`config.mk`:
```
export PLATFORM = sky130hd
export DESIGN_NAME = nibble_serial_adder_flat
export DESIGN_NICKNAME = d
export VERILOG_FILES = /design/src/rtl/nibble_serial_adder_if.sv /design/src/rtl/nibble_serial_adder.sv /design/src/flat_wrapper.sv
export SDC_FILE = /design/constraint.sdc
export NUM_CORES = 1
export LEC_CHECK = 0
export CAP_MARGIN = 15
export CORE_UTILIZATION = 35
export DETAILED_ROUTE_END_ITERATION = 6
export GPL_TIMING_DRIVEN = 0
export PLACE_DENSITY_LB_ADDON = 0.2
export SLEW_MARGIN = 20
export SYNTH_ARGS = -nofsm -noshare
export SYNTH_HDL_FRONTEND = slang
export SYNTH_SLANG_ARGS = --single-unit
```
`constraint.sdc`:
```
create_clock -name clk -period 7.84 [get_ports clk]
set_input_delay 1.176 -clock clk [delete_from_list [all_inputs] [get_ports clk]]
set_output_delay 1.176 -clock clk [all_outputs]
set_load 0.005 [all_outputs]
```
`src/rtl/nibble_serial_adder_if.sv`:
```
// Operand/result handshake bundle for the nibble-serial adder.
// The master side supplies operands and accepts results; the slave side is the adder.
interface nibble_serial_adder_if #(
    parameter int WIDTH = 16
);
    logic             in_valid;
    logic             in_ready;
    logic [WIDTH-1:0] a;
    logic [WIDTH-1:0] b;
    logic             ci;
    logic             out_valid;
    logic             out_ready;
    logic [WIDTH-1:0] sum;
    logic             co;
    logic             ovf;

    modport master (
        output in_valid, a, b, ci, out_ready,
        input  in_ready, out_valid, sum, co, ovf
    );

    modport slave (
        input  in_valid, a, b, ci, out_ready,
        output in_ready, out_valid, sum, co, ovf
    );
endinterface

```
`src/rtl/nibble_serial_adder.sv`:
```
// WIDTH-bit adder built from one 4-bit slice, used once per clock, LSB nibble first.
// The carry between nibbles is held in a register; results come out on a valid/ready handshake.
module nibble_serial_adder #(
    parameter int WIDTH = 16
) (
    input  logic                  clk,
    input  logic                  rst,
    nibble_serial_adder_if.slave  bus
);
    localparam int NIBBLES = WIDTH / 4;
    localparam int IDX_W   = $clog2(NIBBLES);

    typedef enum logic [1:0] {IDLE, RUN, DONE} state_t;

    state_t           state;
    logic [IDX_W-1:0] idx;
    logic             carry;
    logic [WIDTH-1:0] a_reg;
    logic [WIDTH-1:0] b_reg;
    logic [WIDTH-1:0] sum_reg;
    logic             co_reg;
    logic             ovf_reg;
    logic             in_ready_reg;
    logic             out_valid_reg;

    logic [3:0]       a_nib;
    logic [3:0]       b_nib;
    logic [4:0]       slice;

    // Behaviour of the downstream 4-bit slice: {co, out} = x + y + c.
    function automatic logic [4:0] bit_add4(input logic [3:0] x, input logic [3:0] y,
                                            input logic c);
        return {1'b0, x} + {1'b0, y} + {4'b0000, c};
    endfunction

    always_comb begin
        a_nib = a_reg[4*idx +: 4];
        b_nib = b_reg[4*idx +: 4];
        slice = bit_add4(a_nib, b_nib, carry);
    end

    always_ff @(posedge clk) begin
        if (rst) begin
            state         <= IDLE;
            idx           <= '0;
            carry         <= 1'b0;
            a_reg         <= '0;
            b_reg         <= '0;
            sum_reg       <= '0;
            co_reg        <= 1'b0;
            ovf_reg       <= 1'b0;
            in_ready_reg  <= 1'b1;
            out_valid_reg <= 1'b0;
        end else begin
            case (state)
                IDLE: begin
                    if (bus.in_valid) begin
                        a_reg        <= bus.a;
                        b_reg        <= bus.b;
                        carry        <= bus.ci;
                        idx          <= '0;
                        in_ready_reg <= 1'b0;
                        state        <= RUN;
                    end
                end
                RUN: begin
                    sum_reg[4*idx +: 4] <= slice[3:0];
                    carry               <= slice[4];
                    idx                 <= idx + 1'b1;
                    // Top nibble: its slice MSB is the final sum sign bit.
                    if (idx == IDX_W'(NIBBLES - 1)) begin
                        co_reg        <= slice[4];
                        ovf_reg       <= (a_reg[WIDTH-1] == b_reg[WIDTH-1]) &&
                                         (slice[3] != a_reg[WIDTH-1]);
                        out_valid_reg <= 1'b1;
                        state         <= DONE;
                    end
                end
                DONE: begin
                    if (bus.out_ready) begin
                        out_valid_reg <= 1'b0;
                        in_ready_reg  <= 1'b1;
                        state         <= IDLE;
                    end
                end
                default: begin
                    out_valid_reg <= 1'b0;
                    in_ready_reg  <= 1'b1;
                    state         <= IDLE;
                end
            endcase
        end
    end

    assign bus.in_ready  = in_ready_reg;
    assign bus.out_valid = out_valid_reg;
    assign bus.sum       = sum_reg;
    assign bus.co        = co_reg;
    assign bus.ovf       = ovf_reg;
endmodule

```
`src/flat_wrapper.sv`:
```
// flat-port wrapper written by rule: the top's interface ports become plain ports
module nibble_serial_adder_flat 
#(
    parameter int WIDTH = 16
)
  (clk, rst, bus_in_valid, bus_a, bus_b, bus_ci, bus_out_ready, bus_in_ready, bus_out_valid, bus_sum, bus_co, bus_ovf);
  nibble_serial_adder_if #(.WIDTH(WIDTH)) bus_i ();
  input  logic clk;
  input  logic rst;
  input wire logic [$bits(bus_i.in_valid)-1:0] bus_in_valid;
  input wire logic [$bits(bus_i.a)-1:0] bus_a;
  input wire logic [$bits(bus_i.b)-1:0] bus_b;
  input wire logic [$bits(bus_i.ci)-1:0] bus_ci;
  input wire logic [$bits(bus_i.out_ready)-1:0] bus_out_ready;
  output wire logic [$bits(bus_i.in_ready)-1:0] bus_in_ready;
  output wire logic [$bits(bus_i.out_valid)-1:0] bus_out_valid;
  output wire logic [$bits(bus_i.sum)-1:0] bus_sum;
  output wire logic [$bits(bus_i.co)-1:0] bus_co;
  output wire logic [$bits(bus_i.ovf)-1:0] bus_ovf;
  assign bus_i.in_valid = bus_in_valid;
  assign bus_i.a = bus_a;
  assign bus_i.b = bus_b;
  assign bus_i.ci = bus_ci;
  assign bus_i.out_ready = bus_out_ready;
  assign bus_in_ready = bus_i.in_ready;
  assign bus_out_valid = bus_i.out_valid;
  assign bus_sum = bus_i.sum;
  assign bus_co = bus_i.co;
  assign bus_ovf = bus_i.ovf;
  nibble_serial_adder #(.WIDTH(WIDTH)) u_core (.clk(clk), .rst(rst), .bus(bus_i));
endmodule
```
==> results of run 1 <==
==> final cells by class <==
class                      instances  area (µm²)  area share
buffer                            16        76.3      0.0228
tap                               96         120      0.0358
multi-input combinational        202        1290       0.384
clock buffer                      11         141      0.0422
inverter                           4        15.0     0.00448
clock inverter                     4        20.0     0.00597
sequential                        57        1140       0.340
timing repair buffer              55         551       0.164
==> worst max-delay path: stages, from the launching register on <==
cell                       delay [ns]
sky130_fd_sc_hd__dfxtp_1         0.51
sky130_fd_sc_hd__buf_2           0.38
sky130_fd_sc_hd__mux4_2          0.58
sky130_fd_sc_hd__fa_1            0.47
sky130_fd_sc_hd__fa_1            0.42
sky130_fd_sc_hd__a21o_1          0.20
sky130_fd_sc_hd__a21oi_1         0.20
sky130_fd_sc_hd__nand2b_1        0.13
sky130_fd_sc_hd__a21oi_1         0.06
==> routing by layer <==
layer	up-vias	global-route usage	share of wire
met4	0	0.0773	0.018
met3	8	0.0464	0.050
li1	1092	-	-
met1	974	0.229	0.47
met5	-	0	0
met2	50	0.265	0.46
==> cells by family (layout without fill, tap and decap cells) <==
family / count (synthesis) / count (layout) / synth area share
and+or+nand+nor: 117 / 117 / 0.224
AOI/OAI and AO/OA: 64 / 64 / 0.147
DFF: 57 / 57 / 0.453
buffers and inverters: 20 / 90 / 0.0362
adders and majority gates: 11 / 11 / 0.0605
muxes: 9 / 9 / 0.0754
xor gates and xnor gates: 1 / 1 / 0.00347
==> power breakdown <==
group / switching (mW) / leakage, nW / internal (mW) / total [mW]
clock network: 0.113 / 0.0887 / 0.119 / 0.232
logic: 0.0473 / 0.672 / 0.0450 / 0.0923
registers: 0.00754 / 0.465 / 0.302 / 0.309
==> worst max path at each step <==
| stage | slack (ns) | cells after the start | from | end |
|---|---|---|---|---|
| floorplan | 5.06 | 8 | u_core.idx[0]$_SDFFE_PP0P_ | u_core.carry$_SDFFE_PP0P_ |
| CTS | 4.68 | 7 | u_core.idx[0]$_SDFFE_PP0P_ | u_core.bus.sum[6]$_SDFFE_PP0P_ |
| finish | 4.74 | 8 | u_core.idx[0]$_SDFFE_PP0P_ | u_core.carry$_SDFFE_PP0P_ |
| global route | 4.52 | 7 | u_core.idx[0]$_SDFFE_PP0P_ | u_core.bus.sum[10]$_SDFFE_PP0P_ |
| global placement | 4.74 | 7 | u_core.idx[0]$_SDFFE_PP0P_ | u_core.bus.sum[2]$_SDFFE_PP0P_ |
| detailed placement | 4.70 | 7 | u_core.idx[0]$_SDFFE_PP0P_ | u_core.bus.sum[6]$_SDFFE_PP0P_ |
==> layout by cell type, fill, tap and decap left out, types with 2 or more instances in the layout <==
cell and count:
sky130_fd_sc_hd__a21oi_1 43, sky130_fd_sc_hd__a22oi_1 13, sky130_fd_sc_hd__buf_1 2, sky130_fd_sc_hd__buf_2 4, sky130_fd_sc_hd__clkbuf_1 9, sky130_fd_sc_hd__clkbuf_8 10, sky130_fd_sc_hd__clkdlybuf4s50_1 55, sky130_fd_sc_hd__clkinv_2 4
sky130_fd_sc_hd__dfxtp_1 57, sky130_fd_sc_hd__fa_1 2, sky130_fd_sc_hd__ha_1 9, sky130_fd_sc_hd__inv_1 4, sky130_fd_sc_hd__mux4_2 8, sky130_fd_sc_hd__nand2_1 75, sky130_fd_sc_hd__nand2b_1 2, sky130_fd_sc_hd__nor2_1 22
sky130_fd_sc_hd__nor4_4 2, sky130_fd_sc_hd__or3b_1 4
==> metrics by stage <==
stage          instance area [µm²]  cells
6_report                      3350    445
4_1_cts                       3350    445
5_1_grt                       3350    445
3_5_place_dp                  3190    430
2_1_floorplan                 2520    279
3_3_place_gp                  3190    430
==> impl_summary.txt, run 1 <==
----------------------------------------------------
[Synth]
  Flip-flop and latch count after synthesis ... 57
  Cell with the most instances after synthesis ... sky130_fd_sc_hd__nand2_1
  Synth area leaders ... sky130_fd_sc_hd__dfxtp_1, sky130_fd_sc_hd__nand2_1, sky130_fd_sc_hd__a21oi_1, sky130_fd_sc_hd__mux4_2, sky130_fd_sc_hd__ha_1
  Leading area contributor after synthesis ... sky130_fd_sc_hd__dfxtp_1
  EDFF count, synth ... 0
  Prevailing post-synth register cell ... sky130_fd_sc_hd__dfxtp_1
  Syn Inst Count ... 279
  Share of flip-flops with an asynchronous set or reset after synthesis ... 0
  Count of yosys warnings during synthesis ... 0
  Top cells by count, synth ... sky130_fd_sc_hd__nand2_1, sky130_fd_sc_hd__dfxtp_1, sky130_fd_sc_hd__a21oi_1, sky130_fd_sc_hd__nor2_1, sky130_fd_sc_hd__a22oi_1
  Synthesized cell area ... 2520 µm²
  Synthesized area divided by synthesized cell count ... 9.04 µm²
  Count of unique library cells instantiated by Yosys ... 39
  Register area share after synthesis ... 0.453
  Post-Synthesis Net Count ... 327
  Top cell type's share of synthesized area ... 0.453

[STA]
  Period utilisation layout ... 0.396
  Hold Violations, Final ... 0
  Min Clock Period, post-route ... 3.10 ns
  Final worst-path setup slack ... 4.74 ns
  Tightest Pin Transition ... 0.615 ns
  Final-report max-slew violation count ... 0
  Normalized max-slew margin ... 0.590
  Clock tree skew after final layout ... 0.00791 ns
  Setup repair after global routing missed its margin ... false
  Worst hold slack after final layout ... 0.454 ns
  Setup_tns ... 0 ns
  Maximum achievable frequency ... 0.322 GHz
  # setup viols final ... 0

[Worst setup path]
  Required time at the worst-slack endpoint ... 8.04 ns
  Worst EP arrival ... 3.30 ns
  Worst Reg-to-Reg Cells ... 8
  Type of destination of the critical path ... register
  Setup slack of the worst register-to-register path ... 4.74 ns
  Highest fanout seen on the critical path ... 10
  Critical path startpoint category ... register
  R2r endpoint ... u_core.carry$_SDFFE_PP0P_
  Critical R2R Launch ... u_core.idx[0]$_SDFFE_PP0P_
  Startpoint-to-endpoint class of the critical path ... reg -> reg

[Die]
  Height of the die ... 86.9 µm
  Effective utilization at floorplan ... 0.367
  Area of the core region ... 6870 µm²
  Area of the die ... 7550 µm²
  Top-level port count ... 57
  Width of the chip ... 86.9 µm
  Standard-cell rows ... 30

[CTS]
  Clock Tree Buf Depth ... 2
  Setup fix buffers added after clock tree synthesis ... 0
  Sink Count ... 57
  CTS tree ... built
  Latest clock arrival within the worst-skew pair ... 0.34 ns
  Depth of the CTS H-tree ... 3
  Number of gates resized after cts ... 0
  Clock-pin slew of the registers on the worst-case setup and hold paths ... 0.06 ns
  Count of hold buffers inserted by post-cts repair ... 0
  TritonCTS buffer count ... 9
  Root Buffer ... sky130_fd_sc_hd__clkbuf_8

[GRT]
  First-pass GRT wire length ... 9730 µm
  Total routing usage reported by global routing ... 0.173
  Remaining Overflow, GRT ... 0
  Largest net degree at the start of global routing ... 11
  Antenna violations before repair ... 0
  Number of global-route vias before repair ... 1,984

[Route]
  Via-per-instance ratio ... 4.77
  Residual DRC ... 0
  Pre-Repair DR Iteration Count ... 4
  Total wirelength of the detailed-routed design ... 5860 µm
  Drt wl/cell ... 13.2 µm
  Vias after detailed routing ... 2,124
  First DRT Iteration DRCs ... 133
  Final ANT Viol Nets ... 0

[Pwr]
  Power per unit of standard cell area ... 189 nW/µm²
  Total power of the final layout ... 0.633 mW
  VDD IR-drop max ... 0.0877 mV
  Leakage ... 1.23 nW

[Min path]
  Hold endpoint ... u_core.a_reg[8]$_SDFFE_PP0P_
  Hold path depth ... 2
  Hold path startpoint ... u_core.a_reg[8]$_SDFFE_PP0P_
  Class of the worst hold path ... reg -> reg

[Placement]
  Number of buffers added on ports ... 55
  Placed wire-length estimate ... 4280 µm
  Setup WS pre-CTS ... 4.70 ns
  Final weighted congestion of routability-driven global placement ... 0.781

[Layout]
  Proportion of layout cells with a drive suffix above 1 ... 0.106
  Net count, final ... 393
  Core occupancy in the finished layout ... 0.488
  Number of fill cells ... 672
  Total inserted antenna cells ... 0
  Layout-stage area growth over the synthesis result ... 33.0%

[Status]
  Result of the run ... completed

[Flow run]
  Reported max-cap violation count ... 0

----------------------------------------------------
No activity file was read; power rests on OpenSTA's default activity.
==> run 2: changes to the inputs <==
clock period = 3.3 ns   (was 7.84 ns; I/O delays follow)
==> impl_summary.txt, run 2 (synthesis results as in run 1) <==
----------------------------------------------------
[Die]
  Top-level port count ... 57 (unchanged)
  Effective utilization at floorplan ... 0.367 (unchanged)
  Width of the chip ... 86.9 µm (unchanged)
  Area of the core region ... 6870 µm² (unchanged)
  Area of the die ... 7550 µm² (unchanged)
  Standard-cell rows ... 30 (unchanged)
  Height of the die ... 86.9 µm (unchanged)

[Route]
  Vias after detailed routing ... 2,122 (-0.094%)
  Routed length on met3 ... 291 µm (unchanged)
  Wire length on met1 ... 2770 µm (about the same)
  Residual DRC ... 0 (unchanged)
  Top Layer Used ... met4
  First DRT Iteration DRCs ... 124 (-6.8%)
  Final ANT Viol Nets ... 0 (unchanged)
  Total wirelength of the detailed-routed design ... 5860 µm (about the same)
  Via-per-instance ratio ... 4.77 (about the same)
  DR WL met2 ... 2690 µm (about the same)
  Drt wl/cell ... 13.2 µm (about the same)
  Pre-Repair DR Iteration Count ... 4 (unchanged)

[Pwr]
  Leakage ... 1.23 nW (about the same)
  VDD IR-drop max ... 0.208 mV (+140%)
  Power per unit of standard cell area ... 448 nW/µm² (+140%)

[Worst setup path]
  Critical path cell sequence ... clkbuf_4, mux4_2, fa_1, fa_1, a21o_1, a21oi_1, nand2b_1, a21oi_1
  Type of destination of the critical path ... register
  Longest individual stage delay on the worst path ... 0.56 ns (-0.02 ns)
  Library cell contributing the largest single delay on the critical path ... sky130_fd_sc_hd__mux4_2
  Worst EP arrival ... 3.25 ns (-0.05 ns)
  Startpoint-to-endpoint class of the critical path ... reg -> reg
  Critical path startpoint category ... register
  Required time at the worst-slack endpoint ... 3.50 ns (-4.54 ns)
  Highest fanout seen on the critical path ... 10 (unchanged)

[Layout]
  Design Area, Final ... 3360 µm² (about the same)
  Layout-stage area growth over the synthesis result ... 33.1% (about the same)
  Proportion of layout cells with a drive suffix above 1 ... 0.106 (unchanged)
  Total inserted antenna cells ... 0 (unchanged)
  Number of fill cells ... 671 (-0.15%)
  Net count, final ... 393 (unchanged)
  Highest-count cells in the layout ignoring fill and taps ... sky130_fd_sc_hd__nand2_1, sky130_fd_sc_hd__dfxtp_1, sky130_fd_sc_hd__clkdlybuf4s50_1, sky130_fd_sc_hd__a21oi_1, sky130_fd_sc_hd__nor2_1
  Most common cell after layout, fill and taps aside ... sky130_fd_sc_hd__nand2_1

[GRT]
  First-pass GRT wire length ... 9730 µm (unchanged)
  Total routing usage reported by global routing ... 0.173 (unchanged)
  Number of global-route vias before repair ... 1,984 (unchanged)
  Remaining Overflow, GRT ... 0 (unchanged)
  Largest net degree at the start of global routing ... 11 (unchanged)
  Antenna violations before repair ... 0 (unchanged)

[STA]
  Tightest Pin Transition ... 0.615 ns (-0.000213 ns)
  Worst hold slack after final layout ... 0.454 ns (unchanged)
  Period utilisation layout ... 0.923 (+0.528)
  Final-report max-slew violation count ... 0 (unchanged)
  Normalized max-slew margin ... 0.590 (about the same)
  Maximum achievable frequency ... 0.328 GHz (+1.8%)
  Setup_tns ... 0 ns (unchanged)
  Clock tree skew after final layout ... 0.00740 ns (-0.000514 ns)
  Min Clock Period, post-route ... 3.05 ns (-0.0539 ns)
  Hold Violations, Final ... 0 (unchanged)
  # setup viols final ... 0 (unchanged)
  Setup repair after global routing missed its margin ... false

[Placement]
  Final weighted congestion of routability-driven global placement ... 0.781 (unchanged)
  Placed cell areas ... 3190 µm² (unchanged)
  Placed wire-length estimate ... 4280 µm (unchanged)
  Number of buffers added on ports ... 55 (unchanged)

[CTS]
  Clock Tree Buf Depth ... 2 (unchanged)
  Root Buffer ... sky130_fd_sc_hd__clkbuf_8
  Latest clock arrival within the worst-skew pair ... 0.34 ns (about the same)
  Sink Count ... 57 (unchanged)
  TritonCTS buffer count ... 9 (unchanged)
  CTS tree ... built
  Clock-pin slew of the registers on the worst-case setup and hold paths ... 0.06 ns (about the same)
  Depth of the CTS H-tree ... 3 (unchanged)
  Count of hold buffers inserted by post-cts repair ... 0 (unchanged)
  Setup fix buffers added after clock tree synthesis ... 0 (unchanged)
  Number of gates resized after cts ... 0 (unchanged)

[Flow run]
  Reported max-cap violation count ... 0 (unchanged)

[Status]
  Result of the run ... completed

[Min path]
  Class of the worst hold path ... reg -> reg

----------------------------------------------------
[run 2: cell types whose count changed in the layout (fill, tap and decap cells not counted)]
cell                       before  now
sky130_fd_sc_hd__buf_2          4    3
sky130_fd_sc_hd__clkbuf_4       0    1
[run 2: stage by stage]
stage	utilization	cells	power [mW]	worst slack (ns)
2_1_floorplan	-	279	0.877	0.517
3_3_place_gp	0.465	430	0.967	0.201
3_5_place_dp	0.465	430	0.971	0.164
4_1_cts	0.488	445	1.52	0.143
5_1_grt	0.489	445	1.58	0.0590
6_report	0.489	445	1.50	0.253
[run 2: worst paths after layout]
path / from / endpoint / slack, ns / cells after the start
worst min register to register: u_core.a_reg[8]$_SDFFE_PP0P_ / u_core.a_reg[8]$_SDFFE_PP0P_ / 0.45 / 2
worst max-delay path: u_core.idx[0]$_SDFFE_PP0P_ / u_core.carry$_SDFFE_PP0P_ / 0.25 / 8
worst min-delay path: u_core.a_reg[8]$_SDFFE_PP0P_ / u_core.a_reg[8]$_SDFFE_PP0P_ / 0.45 / 2
worst max register to register: u_core.idx[0]$_SDFFE_PP0P_ / u_core.carry$_SDFFE_PP0P_ / 0.25 / 8
[run 2: power by group]
part	total, mW	internal [mW]	switching (mW)
clock network	0.550	0.283	0.267
logic	0.220	0.107	0.112
registers	0.735	0.717	0.0179
[run 2: critical path: cells and delay by family, from the launching register on]
kind | cells | cell delay, ns
DFF | 1 | 0.52
and+or+nand+nor | 1 | 0.13
muxes | 1 | 0.56
AOI/OAI and AO/OA | 3 | 0.46
adders and majority gates | 2 | 0.89
buffers and inverters | 1 | 0.34
[run 2: cell type report]
class / instances / area (µm²) / share of cell area
repair buffers: 55 / 551 / 0.164
plain buffers: 16 / 78.8 / 0.0235
inverters: 4 / 15.0 / 0.00447
multi-input cells: 202 / 1290 / 0.384
clock buffers: 11 / 141 / 0.0421
well taps: 96 / 120 / 0.0358
clock inverters: 4 / 20.0 / 0.00597
flip-flops and latches: 57 / 1140 / 0.340
[run 2: routing by layer]
layer | track usage | vias up
met2 | 0.265 | 50
met5 | 0 | -
li1 | - | 1092
met1 | 0.229 | 972
met4 | 0.0773 | 0
met3 | 0.0464 | 8
